File: src/rtl/tile_feeder_pkg.sv
// Shared types for the systolic-array tile feeder: FSM state encoding and
// the width of the optional statistics counters (TILE_FEEDER_CNT_EN).
package tile_feeder_pkg;

  typedef enum logic [1:0] {
    IDLE   = 2'd0,
    STREAM = 2'd1,
    FLUSH  = 2'd2
  } state_t;

  localparam int unsigned CNT_W = 32;

endpackage

File: src/rtl/skew_line.sv
// Fixed-depth register delay line, cleared by synchronous reset.
module skew_line #(
  parameter int unsigned W     = 1,
  parameter int unsigned DEPTH = 1
) (
  input  logic         clk,
  input  logic         rst,
  input  logic [W-1:0] i_d,
  output logic [W-1:0] o_q
);

  logic [W-1:0] r_stage [DEPTH];

  always_ff @(posedge clk) begin
    if (rst) begin
      for (int unsigned s = 0; s < DEPTH; s++) r_stage[s] <= '0;
    end else begin
      r_stage[0] <= i_d;
      for (int unsigned s = 1; s < DEPTH; s++) r_stage[s] <= r_stage[s-1];
    end
  end

  assign o_q = r_stage[DEPTH-1];

endmodule

File: src/rtl/tile_feeder.sv
// Skews A/B operand beats and the per-diagonal init wave into an NxN
// systolic array. Optional beat/bubble counters under TILE_FEEDER_CNT_EN.
module tile_feeder
  import tile_feeder_pkg::*;
#(
  parameter int unsigned D_W   = 32,
  parameter int unsigned N     = 4,
  parameter int unsigned K_LEN = 8
) (
  input  logic               clk,
  input  logic               rst,
  input  logic               s_valid,
  output logic               s_ready,
  input  logic [N*D_W-1:0]   s_a,
  input  logic [N*D_W-1:0]   s_b,
  input  logic               flush,
  output logic [N*D_W-1:0]   a_out,
  output logic [N*D_W-1:0]   b_out,
  output logic [2*N-2:0]     init_out,
  output logic               tile_done,
  output logic               busy
`ifdef TILE_FEEDER_CNT_EN
  ,
  output logic [CNT_W-1:0]   beat_cnt,
  output logic [CNT_W-1:0]   bubble_cnt
`endif
);

  localparam int unsigned   KW     = (K_LEN > 1) ? $clog2(K_LEN) : 1;
  localparam logic [KW-1:0] K_LAST = KW'(K_LEN - 1);

  state_t          r_state;
  logic [KW-1:0]   r_k_cnt;
  logic            r_tile_done;
  logic            w_xfer;
  logic            w_last;
  logic            w_tile_start;
  logic [N*D_W-1:0] w_a_in;
  logic [N*D_W-1:0] w_b_in;
  logic [2*N-1:0]  w_init_chain;

  // flush in IDLE takes priority, so the beat is held off combinationally
  assign s_ready      = !rst && ((r_state == STREAM) || (r_state == IDLE && !flush));
  assign w_xfer       = s_valid && s_ready;
  assign w_last       = w_xfer && (r_k_cnt == K_LAST);
  assign w_tile_start = (w_xfer && (r_k_cnt == '0)) || (r_state == FLUSH);
  assign w_a_in       = w_xfer ? s_a : '0;
  assign w_b_in       = w_xfer ? s_b : '0;

  always_ff @(posedge clk) begin
    if (rst) begin
      r_state     <= IDLE;
      r_k_cnt     <= '0;
      r_tile_done <= 1'b0;
    end else begin
      r_tile_done <= w_last;
      if (w_xfer) r_k_cnt <= w_last ? '0 : r_k_cnt + KW'(1);
      case (r_state)
        IDLE: begin
          if (flush)       r_state <= FLUSH;
          else if (w_xfer) r_state <= w_last ? IDLE : STREAM;
        end
        STREAM: if (w_last) r_state <= IDLE;
        FLUSH:  r_state <= IDLE;
        default: r_state <= IDLE;
      endcase
    end
  end

  for (genvar i = 0; i < N; i++) begin : g_lane
    skew_line #(.W(D_W), .DEPTH(i + 1)) u_a (
      .clk(clk), .rst(rst), .i_d(w_a_in[i*D_W +: D_W]), .o_q(a_out[i*D_W +: D_W])
    );
    skew_line #(.W(D_W), .DEPTH(i + 1)) u_b (
      .clk(clk), .rst(rst), .i_d(w_b_in[i*D_W +: D_W]), .o_q(b_out[i*D_W +: D_W])
    );
  end

  // init wave: each diagonal sees the tile-start one cycle after its predecessor
  assign w_init_chain[0] = w_tile_start;
  for (genvar d = 0; d < 2*N-1; d++) begin : g_init
    skew_line #(.W(1), .DEPTH(1)) u_init (
      .clk(clk), .rst(rst), .i_d(w_init_chain[d]), .o_q(w_init_chain[d+1])
    );
  end

  assign init_out  = w_init_chain[2*N-1:1];
  assign tile_done = r_tile_done;
  assign busy      = (r_state != IDLE) || (|init_out);

`ifdef TILE_FEEDER_CNT_EN
  logic [CNT_W-1:0] r_beat_cnt;
  logic [CNT_W-1:0] r_bubble_cnt;

  always_ff @(posedge clk) begin
    if (rst) begin
      r_beat_cnt   <= '0;
      r_bubble_cnt <= '0;
    end else begin
      if (w_xfer) r_beat_cnt <= r_beat_cnt + 1'b1;
      if (r_state == STREAM && !w_xfer) r_bubble_cnt <= r_bubble_cnt + 1'b1;
    end
  end

  assign beat_cnt   = r_beat_cnt;
  assign bubble_cnt = r_bubble_cnt;
`endif

endmodule

File: config.mk
export PLATFORM = sky130hd
export DESIGN_NAME = tile_feeder
export DESIGN_NICKNAME = d
export VERILOG_FILES = /design/src/rtl/tile_feeder_pkg.sv /design/src/rtl/skew_line.sv /design/src/rtl/tile_feeder.sv
export SDC_FILE = /design/constraint.sdc
export NUM_CORES = 1
export LEC_CHECK = 0
export CAP_MARGIN = 0
export CORE_MARGIN = 3
export CORE_UTILIZATION = 44
export DETAILED_ROUTE_END_ITERATION = 8
export GPL_ROUTABILITY_DRIVEN = 0
export GPL_TIMING_DRIVEN = 0
export HOLD_SLACK_MARGIN = 0.15
export PLACE_DENSITY = 0.76
export SLEW_MARGIN = 30
export SYNTH_ARGS = -nofsm -noshare
export SYNTH_HDL_FRONTEND = slang
export SYNTH_HIERARCHICAL = 1
export SYNTH_SLANG_ARGS = --single-unit
File: constraint.sdc
create_clock -name clk -period 1.62 [get_ports clk]
set_clock_uncertainty 0.15 [all_clocks]
set_input_delay 0.405 -clock clk [delete_from_list [all_inputs] [get_ports clk]]
set_output_delay 0.405 -clock clk [all_outputs]
set_load 0.005 [all_outputs]
Word-level counts from Yosys, hierarchy flattened
Memories as Yosys holds them, arrays and structs flattened.
Index checks and enable logic that the tools add are counted.
Operators by class
  reduce and logical (&&, ||, !) cells: 24
  add/sub/neg operators: 1
  bitwise operators: 18
  equality and inequality tests: 5
  mux-type cells: 47
Operator list (number)
  $mux 32: 20
  $mux 128: 2
  $reduce_or 32->1: 2
  $mux 1: 20
  $or 1x1->1: 18
  $reduce_or 1->1: 7
  $reduce_or 7->1: 1
  $mux 2: 3
  $logic_and 1x1->1: 5
  $pmux 2 s2: 1
  $add 3x1->3 const B: 1
  $eq 3x3->1 const B: 1
  $logic_not 3->1: 1
  $logic_or 1x1->1: 3
  $mux 3: 1
  $ne 3x3->1 const B: 1
  $eq 2x1->1 const B: 1
  $eq 2x2->1 const B: 1
  $logic_not 1->1: 2
  $logic_not 2->1: 1
  $ne 2x2->1 const B: 1
  $reduce_and 2->1: 1
  $reduce_bool 2->1: 1
Word-level totals
  memories kept: 15
  word-level logic and storage cells: 113
  register bits: 6
  bits in writable memories: 647
Memories
  g_lane[3].u_a.r_stage: words 4, width 32, read ports 4, clocked after memory_dff 0, wr ports 4, RTL line skew_line.sv:12  | logic [W-1:0] r_stage [DEPTH];
  g_lane[3].u_b.r_stage: words 4, width 32, read ports 4, clocked after memory_dff 0, wr ports 4, RTL line skew_line.sv:12
  g_lane[2].u_a.r_stage: words 3, width 32, read ports 3, clocked after memory_dff 0, wr ports 3, RTL line skew_line.sv:12
  g_lane[2].u_b.r_stage: words 3, width 32, read ports 3, clocked after memory_dff 0, wr ports 3, RTL line skew_line.sv:12
  g_lane[1].u_a.r_stage: words 2, width 32, read ports 2, clocked after memory_dff 0, wr ports 2, RTL line skew_line.sv:12
  g_lane[1].u_b.r_stage: words 2, width 32, read ports 2, clocked after memory_dff 0, wr ports 2, RTL line skew_line.sv:12
  +9 memories

Logic depth before layout (Yosys ltp)
  depth after elaboration: 10
  mapped depth: 7

Modules after synthesis
Netlist, hierarchy kept.
By module, submodules not included
  skew_line at g_lane[3].u_a ...: area each 3464.6 sq um, instances 2, cells each 270, sequential area each 2562.5 sq um
  skew_line at g_lane[2].u_a ...: area each 2840.2 sq um, instances 2, cells each 234, sequential area each 1921.8 sq um
  skew_line at g_lane[1].u_a ...: area each 2158.3 sq um, instances 2, cells each 167, sequential area each 1281.2 sq um
  tile_feeder: area each 2203.4 sq um, instances 1, cells each 321, sequential area each 120.1 sq um
  skew_line at g_lane[0].u_a ...: area each 863.3 sq um, instances 2, cells each 67, sequential area each 640.6 sq um
  skew_line at g_init[0].u_init ...: area each 33.8 sq um, instances 7, cells each 2, sequential area each 20.0 sq um

Least setup slack after synthesis
OpenSTA, ideal clock, no wires.
  kind: register -> register
  start point: reg r_state[1]
  end point: mem g_lane[1].u_b/r_stage[0][10] in the netlist's numbering
  clock period less this slack: 1.545 ns
  slack: 0.075 ns
  data required time: 1.356 ns
  cell stages (with the launch flop): 8
  arrival time: 1.281 ns
  cells stage by stage: dfxtp_1 nor2_2 and3_1 buf_6 buf_6 buf_6 and2_1 nor2b_2
RTL lines
  start, declared: RTL line tile_feeder.sv:32  | state_t r_state;
  start signal, assigned: RTL line tile_feeder.sv:61  | else if (w_xfer) r_state <= w_last ? IDLE : STREAM;
  end, declared: RTL line skew_line.sv:12

Final worst setup path
  start point: mem g_init[5].u_init.r_stage[0]
  end point: out busy
Between the ends
  longest elaborated chain between the ends: 3
RTL lines
  start, declared: RTL line skew_line.sv:12
  $mem_v2 1x1
  $reduce_or 7->1: RTL line tile_feeder.sv:89  | assign busy = (r_state != IDLE) || (|init_out);
  $logic_or 1x1->1: RTL line tile_feeder.sv:89
  end, declared: RTL line tile_feeder.sv:21  | output logic busy
Every way passes these cells.

==> impl_metrics.yaml <==
outcome:
  status: "finished with violations"
  violations: "setup timing"
sta:
  finalCritPeriodShare_pct: 126.0
  max_freq_mhz: 490.0
  max_slew_margin_pct: 72.73
  worstMarginPinSlew_ns: 0.4091
  rsz0062_at_grt: "true"
  finalHoldViolCount: 0
  setup_ws_ns: -0.4210
  period_minus_slack_ns: 2.041
  setup_viol: 261
  drv_slew: 0
critical_path:
  cp-end-kind: "primary output"
  cp_data_required_time_ns: 1.06
  path_buf_inv: 1
  crit_slowest_cell: "dfxtp_2"
  cpLargestDelayFamily: "simple AND/OR/NAND/NOR gates"
  cp.arrival_ns: 1.49
  worstSetupPathType: "reg -> out"
  crit_chain: "nor4_2 > nand3_1 > buf_2"
  worst_setup_path_start_kind: "flip-flop"
  path_max_fanout: 2
  max_stage_delay_ns: 0.33
  reg2reg_setup_slack_ns: -0.18
route:
  num_vias: 13010
  vias_per_cell: 4.352
  dr.pass1.iters: 4
  wl_per_cell_um: 18.12
  drt_iter0_drc: 358
  antenna_left: 0
  post-route-drc-count: 0
  totalWireLength_mm: 54.15
synthesis:
  ys.warnings.count: 6
  synth_edf_count: 0
  synthSimpleGateAreaFrac_pct: 28.98
  avgSynthCellArea_um2: 11.65
  synthMuxAreaShare_pct: 0
  synthXorXnorAreaFrac_pct: 0
  seq_area_frac_synth_pct: 61.98
  yosysUniqueCellTypes: 24
  synth_compound_area_share_pct: 0.1898
  syn_inst: 1811
  synth_fa_ha_area_share_pct: 0.1780
  synth_top_family_by_area: "simple AND/OR/NAND/NOR gates"
  synth-main-ff-cell: "dfxtp_1"
  synth_seq_cells: 653
  syn-num-nets: 2074
  async_reset_ff_share_pct: 0
  synthesis.area_um2: 21090
power_and_ir_drop:
  ir_drop_mv: 0.8739
  powerDensity_nw_per_um2: 1128
  p_leak_nw: 12.78
place:
  dp.final_hpwl_mm: 35.50
  place_area_um2: 27130
  place_inst: 2944
  numPortBuffers: 525
floorplanning:
  die_area_um2: 50600
  dieWidth_um: 224.9
  row_count: 79
  die_y_um: 224.9
  coreArea_um2: 46950
  start_util_pct: 44.92
  num_io_pins: 526
finish:
  layout.cells.non_filler: 2989
  layout.cells.most_common: "dfxtp_1"
  final_cell_mix: "dfxtp_1 (551), nor2b_1 (423), clkdlybuf4s50_1 (258), and2_4 (216), buf_6 (180)"
  area_growth_pct: 46.88
  final_area_um2: 30980
  drive_gt1_share_pct: 44.89
  num-nets-final: 2594
global_route:
  grt_max_degree: 35
  antenna_found_initial: 13
  grt_overflow_total: 0
  grt_pass1_vias: 13220
  grt.total_usage_pct: 19.60
  grt_pass1_wl_mm: 74.93
clocking:
  cts_root_buf: "clkbuf_16"
  cts.htree.levels: 3
  clk_latency_ns: 0.58
  cts_tree: "done"
  clk_pin_slew_ns: 0.06
  max-clock-path-buffers: 3
  clock_sinks: 653
  numCtsBuffers: 67
hold_path:
  hp-class: "in -> reg"
job:
  drv_cap: 0
[final timing paths]
kind / cells after the start / from / end
max: 3 / g_init[5].u_init/r_stage[0] / busy
max reg2reg: 8 / r_state[0] / g_lane[2].u_b/r_stage[0][25]
min: 3 / rst / g_init[6].u_init/r_stage[0]
min reg2reg: 1 / g_lane[3].u_a/r_stage[0][12] / g_lane[3].u_a/r_stage[1][12]
[worst reg2reg max path, delay by kind of cell (launching register included)]
| family | cells | cell delay [ns] |
|---|---|---|
| DFF | 1 | 0.32 |
| buffers and inverters | 4 | 0.59 |
| and+or+nand+nor | 4 | 0.63 |
[metal layers]
layer	vias to the layer above	part of all wire, %	global-route usage [%]
li1	6362	-	-
met1	6066	36	20.29
met2	439	52	36.14
met3	128	7.8	7.555
met4	14	3.7	6.828
met5	-	0.16	0
[power breakdown]
| part | internal [mW] | total [mW] | switching (mW) | leakage (nW) |
|---|---|---|---|---|
| sequential | 16.3 | 16.3 | 0.0589 | 5.33 |
| clock | 10.1 | 16.2 | 6.08 | 1.13 |
| combinational | 1.49 | 2.41 | 0.916 | 6.32 |
[cell usage after synthesis, types with 2 or more instances]
| master | instances | area share, % |
|---|---|---|
| and2_1 | 258 | 7.7 |
| buf_2 | 16 | 0.38 |
| buf_4 | 156 | 5.6 |
| buf_6 | 41 | 2.2 |
| buf_8 | 5 | 0.36 |
| clkbuf_1 | 6 | 0.11 |
| dfxtp_1 | 653 | 62 |
| ha_1 | 3 | 0.18 |
| inv_1 | 4 | 0.071 |
| nand4_1 | 3 | 0.089 |
| nor2_1 | 2 | 0.036 |
| nor2b_1 | 523 | 16 |
| nor2b_2 | 120 | 5.0 |
| nor2b_4 | 7 | 0.46 |
| nor3_1 | 3 | 0.071 |
| o31ai_1 | 3 | 0.11 |
[cell type report]
cell class                 count  area (um2)
timing repair buffer         579        5853
clock inverter                24       451.7
tap                          607       759.5
antenna                        5       12.51
multi-input combinational    929        7722
fill                        3319       15970
sequential                   653       13200
inverter                       4       15.01
clock buffer                  91        1901
buffer                        97        1064
[per-stage QoR]
stage                      TNS, ns  worst slack [ns]  util, %  total power [mW]  hold WS (ns)
after global placement    -1504.83            -2.857    57.73             18.41        0.2658
after global routing        -36.45           -0.4785    65.99             36.18        0.1843
after floorplan                  0           0.07460        -             17.43        0.2638
after detailed placement   -178.15           -0.8402    57.79             18.45        0.2704
final                       -21.72           -0.4210    65.99             34.95        0.2159
after CTS                   -26.86           -0.3594    62.50             34.96        0.1705
[cell families after synthesis]
group	Yosys count
compound gates	5
buf+inv	229
simple gates	921
fa+ha+maj	3
flops	653
[state kept, by name (all words and copies together) (netlist names)]
register,flops
g_init.u_init/r_stage,7
g_lane.u_a/r_stage,320
g_lane.u_b/r_stage,320
r_k_cnt,3
r_state,2
tile_done,1
[repair_timing]
| action | 4_1_cts | 5_1_grt |
|---|---|---|
| buffers inserted | 11 | 16 |
| hold endpoints to repair | 11 | 0 |
| endpoints found under the setup margin | 524 | 319 |
| resized for setup | 1451 | 392 |
| gates cloned | 20 | 14 |
| pin swaps | 93 | 129 |
| hold buffers | 2 | 0 |
Power figures use the tool's default switching activity.
